<file path="config.mk">
export PLATFORM = sky130hd
export DESIGN_NAME = mem_access_unit_flat
export DESIGN_NICKNAME = d
export VERILOG_FILES = /design/src/rtl/mem_pkg.sv /design/src/rtl/mem_access_unit_if.sv /design/src/rtl/mem_timeout_ctr.sv /design/src/rtl/mem_access_unit.sv /design/src/flat_wrapper.sv
export SDC_FILE = /design/constraint.sdc
export NUM_CORES = 1
export LEC_CHECK = 0
export BUFFER_PORTS_ARGS = -buffer_cell sky130_fd_sc_hd__buf_2
export CAP_MARGIN = 20
export CORE_ASPECT_RATIO = 1.1
export CORE_MARGIN = 2
export CORE_UTILIZATION = 47
export CTS_CLUSTER_SIZE = 12
export DETAILED_ROUTE_END_ITERATION = 8
export PLACE_DENSITY = 0.8
export SLEW_MARGIN = 20
export SYNTH_ARGS = -nofsm -noshare
export SYNTH_HDL_FRONTEND = slang
export SYNTH_HIERARCHICAL = 1
export SYNTH_SLANG_ARGS = --single-unit
</file>
<file path="constraint.sdc">
create_clock -name clk -period 9.3 [get_ports clk]
set_input_delay 0 -clock clk [delete_from_list [all_inputs] [get_ports clk]]
set_output_delay 0 -clock clk [all_outputs]
set_load 0.005 [all_outputs]
</file>
<file path="src/rtl/mem_pkg.sv">
// Shared definitions for the MEM-stage data-memory access unit:
// WB control bit positions, FSM state type and the default abort budget.
package mem_pkg;

  localparam int WB_REGWRITE            = 1;
  localparam int WB_MEMTOREG            = 0;
  localparam int TIMEOUT_CYCLES_DEFAULT = 16;

  typedef enum logic [0:0] {
    ST_IDLE = 1'b0,
    ST_BUSY = 1'b1
  } mem_state_e;

  // A store or a load occupies the data-memory port; a store wins when both are set.
  function automatic logic is_access(input logic mem_write, input logic [1:0] wb);
    return mem_write | wb[WB_MEMTOREG];
  endfunction

endpackage

</file>
<file path="src/rtl/mem_access_unit_if.sv">
// Data-memory request/response bus between the MEM-stage access unit (master)
// and the data memory (slave).
interface mem_access_unit_if;
  logic        dmem_req;
  logic        dmem_we;
  logic [31:0] dmem_addr;
  logic [31:0] dmem_wdata;
  logic        dmem_ready;
  logic [31:0] dmem_rdata;

  modport master (
    output dmem_req, dmem_we, dmem_addr, dmem_wdata,
    input  dmem_ready, dmem_rdata
  );

  modport slave (
    input  dmem_req, dmem_we, dmem_addr, dmem_wdata,
    output dmem_ready, dmem_rdata
  );
endinterface

</file>
<file path="src/rtl/mem_timeout_ctr.sv">
// Counts BUSY cycles spent waiting on the data memory; expired_o flags the
// last permitted wait cycle so the access unit can abort on that edge.
module mem_timeout_ctr #(
  parameter int TIMEOUT_CYCLES = 16
) (
  input  logic clk,
  input  logic rst,
  input  logic clr_i,
  input  logic inc_i,
  output logic expired_o
);

  localparam int CW = $clog2(TIMEOUT_CYCLES + 1);

  logic [CW-1:0] cnt_q, cnt_d;

  // Clear on BUSY entry, advance on each unanswered BUSY cycle.
  always_comb begin
    cnt_d = cnt_q;
    if (clr_i) begin
      cnt_d = {CW{1'b0}};
    end else if (inc_i) begin
      cnt_d = cnt_q + {{(CW-1){1'b0}}, 1'b1};
    end else begin
      cnt_d = cnt_q;
    end
  end

  // Wait-cycle counter register.
  always_ff @(posedge clk or posedge rst) begin
    if (rst) begin
      cnt_q <= {CW{1'b0}};
    end else begin
      cnt_q <= cnt_d;
    end
  end

  assign expired_o = inc_i && (cnt_q == CW'(TIMEOUT_CYCLES - 1));

endmodule

</file>
<file path="src/rtl/mem_access_unit.sv">
// MEM-stage data-memory access unit: two-state IDLE/BUSY handshake, pipeline
// stall and WB-stage register. Optional BUSY abort under MEM_ACCESS_TIMEOUT_EN.
module mem_access_unit
  import mem_pkg::*;
#(
  parameter int TIMEOUT_CYCLES = TIMEOUT_CYCLES_DEFAULT
) (
  input  logic                clk,
  input  logic                rst,
  input  logic [1:0]          WB_mem,
  input  logic                M_mem,
  input  logic [31:0]         ALUResult_mem,
  input  logic [31:0]         MemWriteData_mem,
  input  logic [4:0]          rdAddr_mem,
  mem_access_unit_if.master   dmem,
  output logic                stall,
  output logic [1:0]          WB_wb,
  output logic [31:0]         rdData_wb,
  output logic [4:0]          rdAddr_wb,
  output logic                mem_err
);

  mem_state_e  state_q, state_d;
  logic [31:0] addr_q, addr_d;
  logic [31:0] wdata_q, wdata_d;
  logic        we_q, we_d;
  logic [1:0]  wb_lat_q, wb_lat_d;
  logic [4:0]  rd_lat_q, rd_lat_d;
  logic [1:0]  wb_wb_q, wb_wb_d;
  logic [31:0] rd_data_q, rd_data_d;
  logic [4:0]  rd_addr_q, rd_addr_d;
  logic        access_s;
  logic        busy_s;
  logic        wait_s;
  logic        timeout_s;
  logic        stall_s;

  assign access_s = is_access(M_mem, WB_mem);
  assign busy_s   = (state_q == ST_BUSY);
  assign wait_s   = busy_s && !dmem.dmem_ready;

`ifdef MEM_ACCESS_TIMEOUT_EN
  logic err_q;

  mem_timeout_ctr #(
    .TIMEOUT_CYCLES (TIMEOUT_CYCLES)
  ) u_timeout (
    .clk       (clk),
    .rst       (rst),
    .clr_i     ((state_q == ST_IDLE) && access_s),
    .inc_i     (wait_s),
    .expired_o (timeout_s)
  );

  // Sticky abort flag, cleared only by reset.
  always_ff @(posedge clk or posedge rst) begin
    if (rst) begin
      err_q <= 1'b0;
    end else begin
      err_q <= err_q | timeout_s;
    end
  end

  assign mem_err = err_q;
`else
  logic [31:0] unused_timeout_s;

  assign unused_timeout_s = 32'(TIMEOUT_CYCLES);
  assign timeout_s        = 1'b0;
  assign mem_err          = 1'b0;
`endif

  // Next state, request latching and WB-stage update; stall cycles inject a bubble.
  always_comb begin
    state_d   = state_q;
    addr_d    = addr_q;
    wdata_d   = wdata_q;
    we_d      = we_q;
    wb_lat_d  = wb_lat_q;
    rd_lat_d  = rd_lat_q;
    wb_wb_d   = wb_wb_q;
    rd_data_d = rd_data_q;
    rd_addr_d = rd_addr_q;
    stall_s   = 1'b0;
    case (state_q)
      ST_IDLE: begin
        if (access_s) begin
          state_d  = ST_BUSY;
          addr_d   = ALUResult_mem;
          wdata_d  = MemWriteData_mem;
          we_d     = M_mem;
          wb_lat_d = WB_mem;
          rd_lat_d = rdAddr_mem;
          stall_s  = 1'b1;
          wb_wb_d  = 2'b00;
        end else begin
          wb_wb_d   = WB_mem;
          rd_data_d = ALUResult_mem;
          rd_addr_d = rdAddr_mem;
        end
      end
      ST_BUSY: begin
        if (dmem.dmem_ready) begin
          state_d   = ST_IDLE;
          wb_wb_d   = wb_lat_q;
          rd_addr_d = rd_lat_q;
          rd_data_d = we_q ? addr_q : dmem.dmem_rdata;
        end else if (timeout_s) begin
          state_d = ST_IDLE;
          wb_wb_d = 2'b00;
        end else begin
          stall_s = 1'b1;
          wb_wb_d = 2'b00;
        end
      end
      default: begin
        state_d = ST_IDLE;
        wb_wb_d = 2'b00;
      end
    endcase
  end

  // State, request and WB-stage registers.
  always_ff @(posedge clk or posedge rst) begin
    if (rst) begin
      state_q   <= ST_IDLE;
      addr_q    <= 32'h0000_0000;
      wdata_q   <= 32'h0000_0000;
      we_q      <= 1'b0;
      wb_lat_q  <= 2'b00;
      rd_lat_q  <= 5'd0;
      wb_wb_q   <= 2'b00;
      rd_data_q <= 32'h0000_0000;
      rd_addr_q <= 5'd0;
    end else begin
      state_q   <= state_d;
      addr_q    <= addr_d;
      wdata_q   <= wdata_d;
      we_q      <= we_d;
      wb_lat_q  <= wb_lat_d;
      rd_lat_q  <= rd_lat_d;
      wb_wb_q   <= wb_wb_d;
      rd_data_q <= rd_data_d;
      rd_addr_q <= rd_addr_d;
    end
  end

  // Reset drops stall at once, even while the inputs still present an access.
  assign stall           = stall_s & ~rst;
  assign dmem.dmem_req   = busy_s;
  assign dmem.dmem_we    = we_q;
  assign dmem.dmem_addr  = addr_q;
  assign dmem.dmem_wdata = wdata_q;
  assign WB_wb           = wb_wb_q;
  assign rdData_wb       = rd_data_q;
  assign rdAddr_wb       = rd_addr_q;

endmodule

</file>
<file path="src/flat_wrapper.sv">
// flat-port wrapper written by rule: the top's interface ports become plain ports
module mem_access_unit_flat import mem_pkg::*;
#(
  parameter int TIMEOUT_CYCLES = TIMEOUT_CYCLES_DEFAULT
)
  (clk, rst, WB_mem, M_mem, ALUResult_mem, MemWriteData_mem, rdAddr_mem, stall, WB_wb, rdData_wb, rdAddr_wb, mem_err, dmem_dmem_req, dmem_dmem_we, dmem_dmem_addr, dmem_dmem_wdata, dmem_dmem_ready, dmem_dmem_rdata);
  mem_access_unit_if dmem_i ();
  input  logic clk;
  input  logic rst;
  input  logic [1:0] WB_mem;
  input  logic M_mem;
  input  logic [31:0] ALUResult_mem;
  input  logic [31:0] MemWriteData_mem;
  input  logic [4:0] rdAddr_mem;
  output logic stall;
  output logic [1:0] WB_wb;
  output logic [31:0] rdData_wb;
  output logic [4:0] rdAddr_wb;
  output logic mem_err;
  output wire logic [$bits(dmem_i.dmem_req)-1:0] dmem_dmem_req;
  output wire logic [$bits(dmem_i.dmem_we)-1:0] dmem_dmem_we;
  output wire logic [$bits(dmem_i.dmem_addr)-1:0] dmem_dmem_addr;
  output wire logic [$bits(dmem_i.dmem_wdata)-1:0] dmem_dmem_wdata;
  input wire logic [$bits(dmem_i.dmem_ready)-1:0] dmem_dmem_ready;
  input wire logic [$bits(dmem_i.dmem_rdata)-1:0] dmem_dmem_rdata;
  assign dmem_dmem_req = dmem_i.dmem_req;
  assign dmem_dmem_we = dmem_i.dmem_we;
  assign dmem_dmem_addr = dmem_i.dmem_addr;
  assign dmem_dmem_wdata = dmem_i.dmem_wdata;
  assign dmem_i.dmem_ready = dmem_dmem_ready;
  assign dmem_i.dmem_rdata = dmem_dmem_rdata;
  mem_access_unit #(.TIMEOUT_CYCLES(TIMEOUT_CYCLES)) u_core (.clk(clk), .rst(rst), .WB_mem(WB_mem), .M_mem(M_mem), .ALUResult_mem(ALUResult_mem), .MemWriteData_mem(MemWriteData_mem), .rdAddr_mem(rdAddr_mem), .dmem(dmem_i), .stall(stall), .WB_wb(WB_wb), .rdData_wb(rdData_wb), .rdAddr_wb(rdAddr_wb), .mem_err(mem_err));
endmodule
</file>
==> impl_metrics.py <==
metrics = {
    "status": {
        "status": "complete, no violations",
    },
    "timing": {
        "fin_crit_sh_pct": 30.1,
        "min_period_ns": 2.80,
        "setup_tns_ns": 0,
        "finalHoldViolCount": 0,
        "worst_hold_slack_ns": 0.0191,
        "finalSetupViolCount": 0,
        "tightestPinTransition_ns": 0.974,
        "fin_worst_skew_ns": 0.00462,
        "maxSlewHeadroom_pct": 35.1,
        "rsz0062_at_grt": "false",
        "maxSlewViolCount": 0,
        "max_freq_mhz": 357,
    },
    "logic_synthesis": {
        "synth_compound_area_share_pct": 8.35,
        "synth_xor_area_share_pct": 0,
        "syn_nets": 439,
        "synth_edf_count": 0,
        "ys.warnings.count": 6,
        "synth_mux_area_share_pct": 24.6,
        "synth_cells": 332,
        "avgSynthCellArea_sq_um": 14.4,
        "ys_types": 24,
        "synth_seq_cells": 112,
        "syn_area_sq_um": 4790,
        "yosys.area_share.simple_pct": 4.10,
        "synth_top_flop_cell": "dfrtp_1",
        "synth_seq_area_share_pct": 58.5,
        "synth_top_family_by_area": "multiplexers",
        "async_flop_share_pct": 100,
        "synthAdderAreaFrac_pct": 0,
    },
    "layout": {
        "final_common_cell": "buf_2",
        "final_cell_mix": "212 x buf_2, 111 x dfrtp_1, 82 x dlygate4sd3_1, 72 x mux2_2, 37 x mux2i_1",
        "nNetsFinal": 722,
        "drive_gt1_share_pct": 50.3,
        "n_antenna_cell": 0,
        "area_delta_synth_final_pct": 43.2,
        "finalNonFillerCells": 740,
    },
    "global_routing": {
        "grt_pass1_vias": 3995,
        "grt_max_degree": 64,
        "grt_pass1_wl_microns": 19400,
        "antenna_found_initial": 0,
        "grt.total_usage_pct": 22.7,
        "overflow": 0,
    },
    "place": {
        "portBuffers": 212,
        "gp_congestion": 0.841,
        "dp_hpwl_microns": 7980,
        "dp.cells": 642,
    },
    "routing": {
        "drt_pass1_iterations": 4,
        "via_per_inst": 5.20,
        "wl_microns": 12500,
        "drt_iter0_drc": 129,
        "antenna_left": 0,
        "vias": 3849,
        "wl_per_cell_microns": 16.9,
        "post-route-drc-count": 0,
    },
    "die": {
        "die_w_microns": 100,
        "pin_count": 214,
        "die_area_sq_um": 11000,
        "coreArea_sq_um": 9890,
        "row_count": 38,
        "start_util_pct": 48.5,
        "die_y_microns": 110,
    },
    "power": {
        "worst_ir_drop_vdd_uv": 110,
        "finalPower_mw": 1.37,
        "leakagePower_nw": 3.29,
        "power_per_cell_area_nw_per_um2": 200,
    },
    "clock_network": {
        "cts_tree": "yes",
        "numCtsBuffers": 9,
        "postCtsSetupBuffers": 0,
        "cts_root_buffer": "clkbuf_8",
        "cts_resized": 0,
        "clock_sinks": 112,
        "insertion_delay_ns": 0.36,
        "clk_pin_slew_worst_paths_ns": 0.09,
        "cts_htree_levels": 3,
        "cts_buffer_depth": 2,
        "hold_buffers": 82,
    },
    "worst_setup_path": {
        "crit_fanout": 37,
        "critPathLaunchType": "flip-flop",
        "crit_type": "flip-flop to flip-flop",
        "arrival_ns": 3.06,
        "required_ns": 9.56,
        "worst_setup_path_end_kind": "flip-flop",
    },
    "run": {
        "drv_cap": 0,
    },
    "worst_hold_path": {
        "holdCritPathClass": "primary input to flip-flop",
    },
}
-- power by group --
group          internal (mW)  switching [mW]
clock                  0.139           0.152
sequential             0.601          0.0852
combinational          0.236           0.156
total                  0.976           0.393
-- critical path, stage by stage, from the launching register on --
cell	delay (ns)
dfrtp_1	0.54
or3_2	0.88
nand2_8	0.35
inv_4	0.08
a221o_1	0.28
dlygate4sd3_1	0.54
-- synth_stat cells (2+ instances only) --
| library cell | n | area [sq um] |
|---|---|---|
| clkbuf_1 | 2 | 7.51 |
| buf_2 | 9 | 45.0 |
| nor2_1 | 2 | 7.51 |
| mux2i_1 | 37 | 370 |
| dfrtp_1 | 112 | 2800 |
| mux2_2 | 72 | 811 |
| nand3_1 | 5 | 25.0 |
| o21ai_0 | 5 | 25.0 |
| buf_4 | 3 | 22.5 |
| nand2_1 | 32 | 120 |
| buf_6 | 11 | 124 |
| o221a_1 | 26 | 293 |
| o221a_2 | 5 | 56.3 |
-- kinds of logic (layout without fill, tap and decap cells) --
kind of cell,Yosys count,in the layout
AOI/OAI and AO/OA,39,39
buffers and inverters,27,315
DFF,112,112
muxes,109,109
other,1,1
and+or+nand+nor,44,44
-- metal layers --
metal	global-route usage, %	share of wire, %	vias to the layer above
met2	39.0	51	173
met4	10.7	2.9	0
met3	4.07	6.1	30
met5	0	0	-
li1	-	-	1774
met1	27.9	40	1872
-- layout make-up --
cell class              count  area, sq um
inverters                   2         12.5
repair buffers            297         1900
flip-flops and latches    112         2800
clock buffers              13          159
well taps                 120          150
clock inverters             3         40.0
fillers                   674         3030
multi-input cells         193         1790
-- flip-flops by register name, indices dropped and copies added (netlist names) --
signal                  flops
u_core/dmem.dmem_addr      32
u_core/dmem.dmem_wdata     32
u_core/rdData_wb           32
u_core/rdAddr_wb            5
u_core/rd_lat_q             5
u_core/WB_wb                2
u_core/wb_lat_q             2
u_core/dmem.dmem_req        1
u_core/dmem.dmem_we         1
-- through the flow --
stage	area [sq um]	setup WS [ns]	util [%]
detailed placement	5840	7.04	59.1
floorplan	4790	6.34	-
finish	6860	6.50	69.4
global placement	5840	7.08	59.1
CTS	6860	6.49	69.4
global route	6860	6.37	69.4
-- path summary, 6_finish.rpt --
kind / endpoint / startpoint / slack, ns / cells after the start
setup / recovery: u_core/rdData_wb[24] / u_core/dmem.dmem_req / 6.50 / 5
hold / removal: u_core/rdData_wb[16] / dmem_dmem_rdata[16] / 0.02 / 4
setup reg to reg: u_core/rdData_wb[24] / u_core/dmem.dmem_req / 6.50 / 5
hold reg to reg: u_core/WB_wb[1] / u_core/wb_lat_q[1] / 0.51 / 1
max in group asynchronous: u_core/dmem.dmem_addr[16] / rst / 7.77 / 4
min in group asynchronous: u_core/rdData_wb[26] / rst / 0.31 / 3
(Power assumes the default switching activity.)
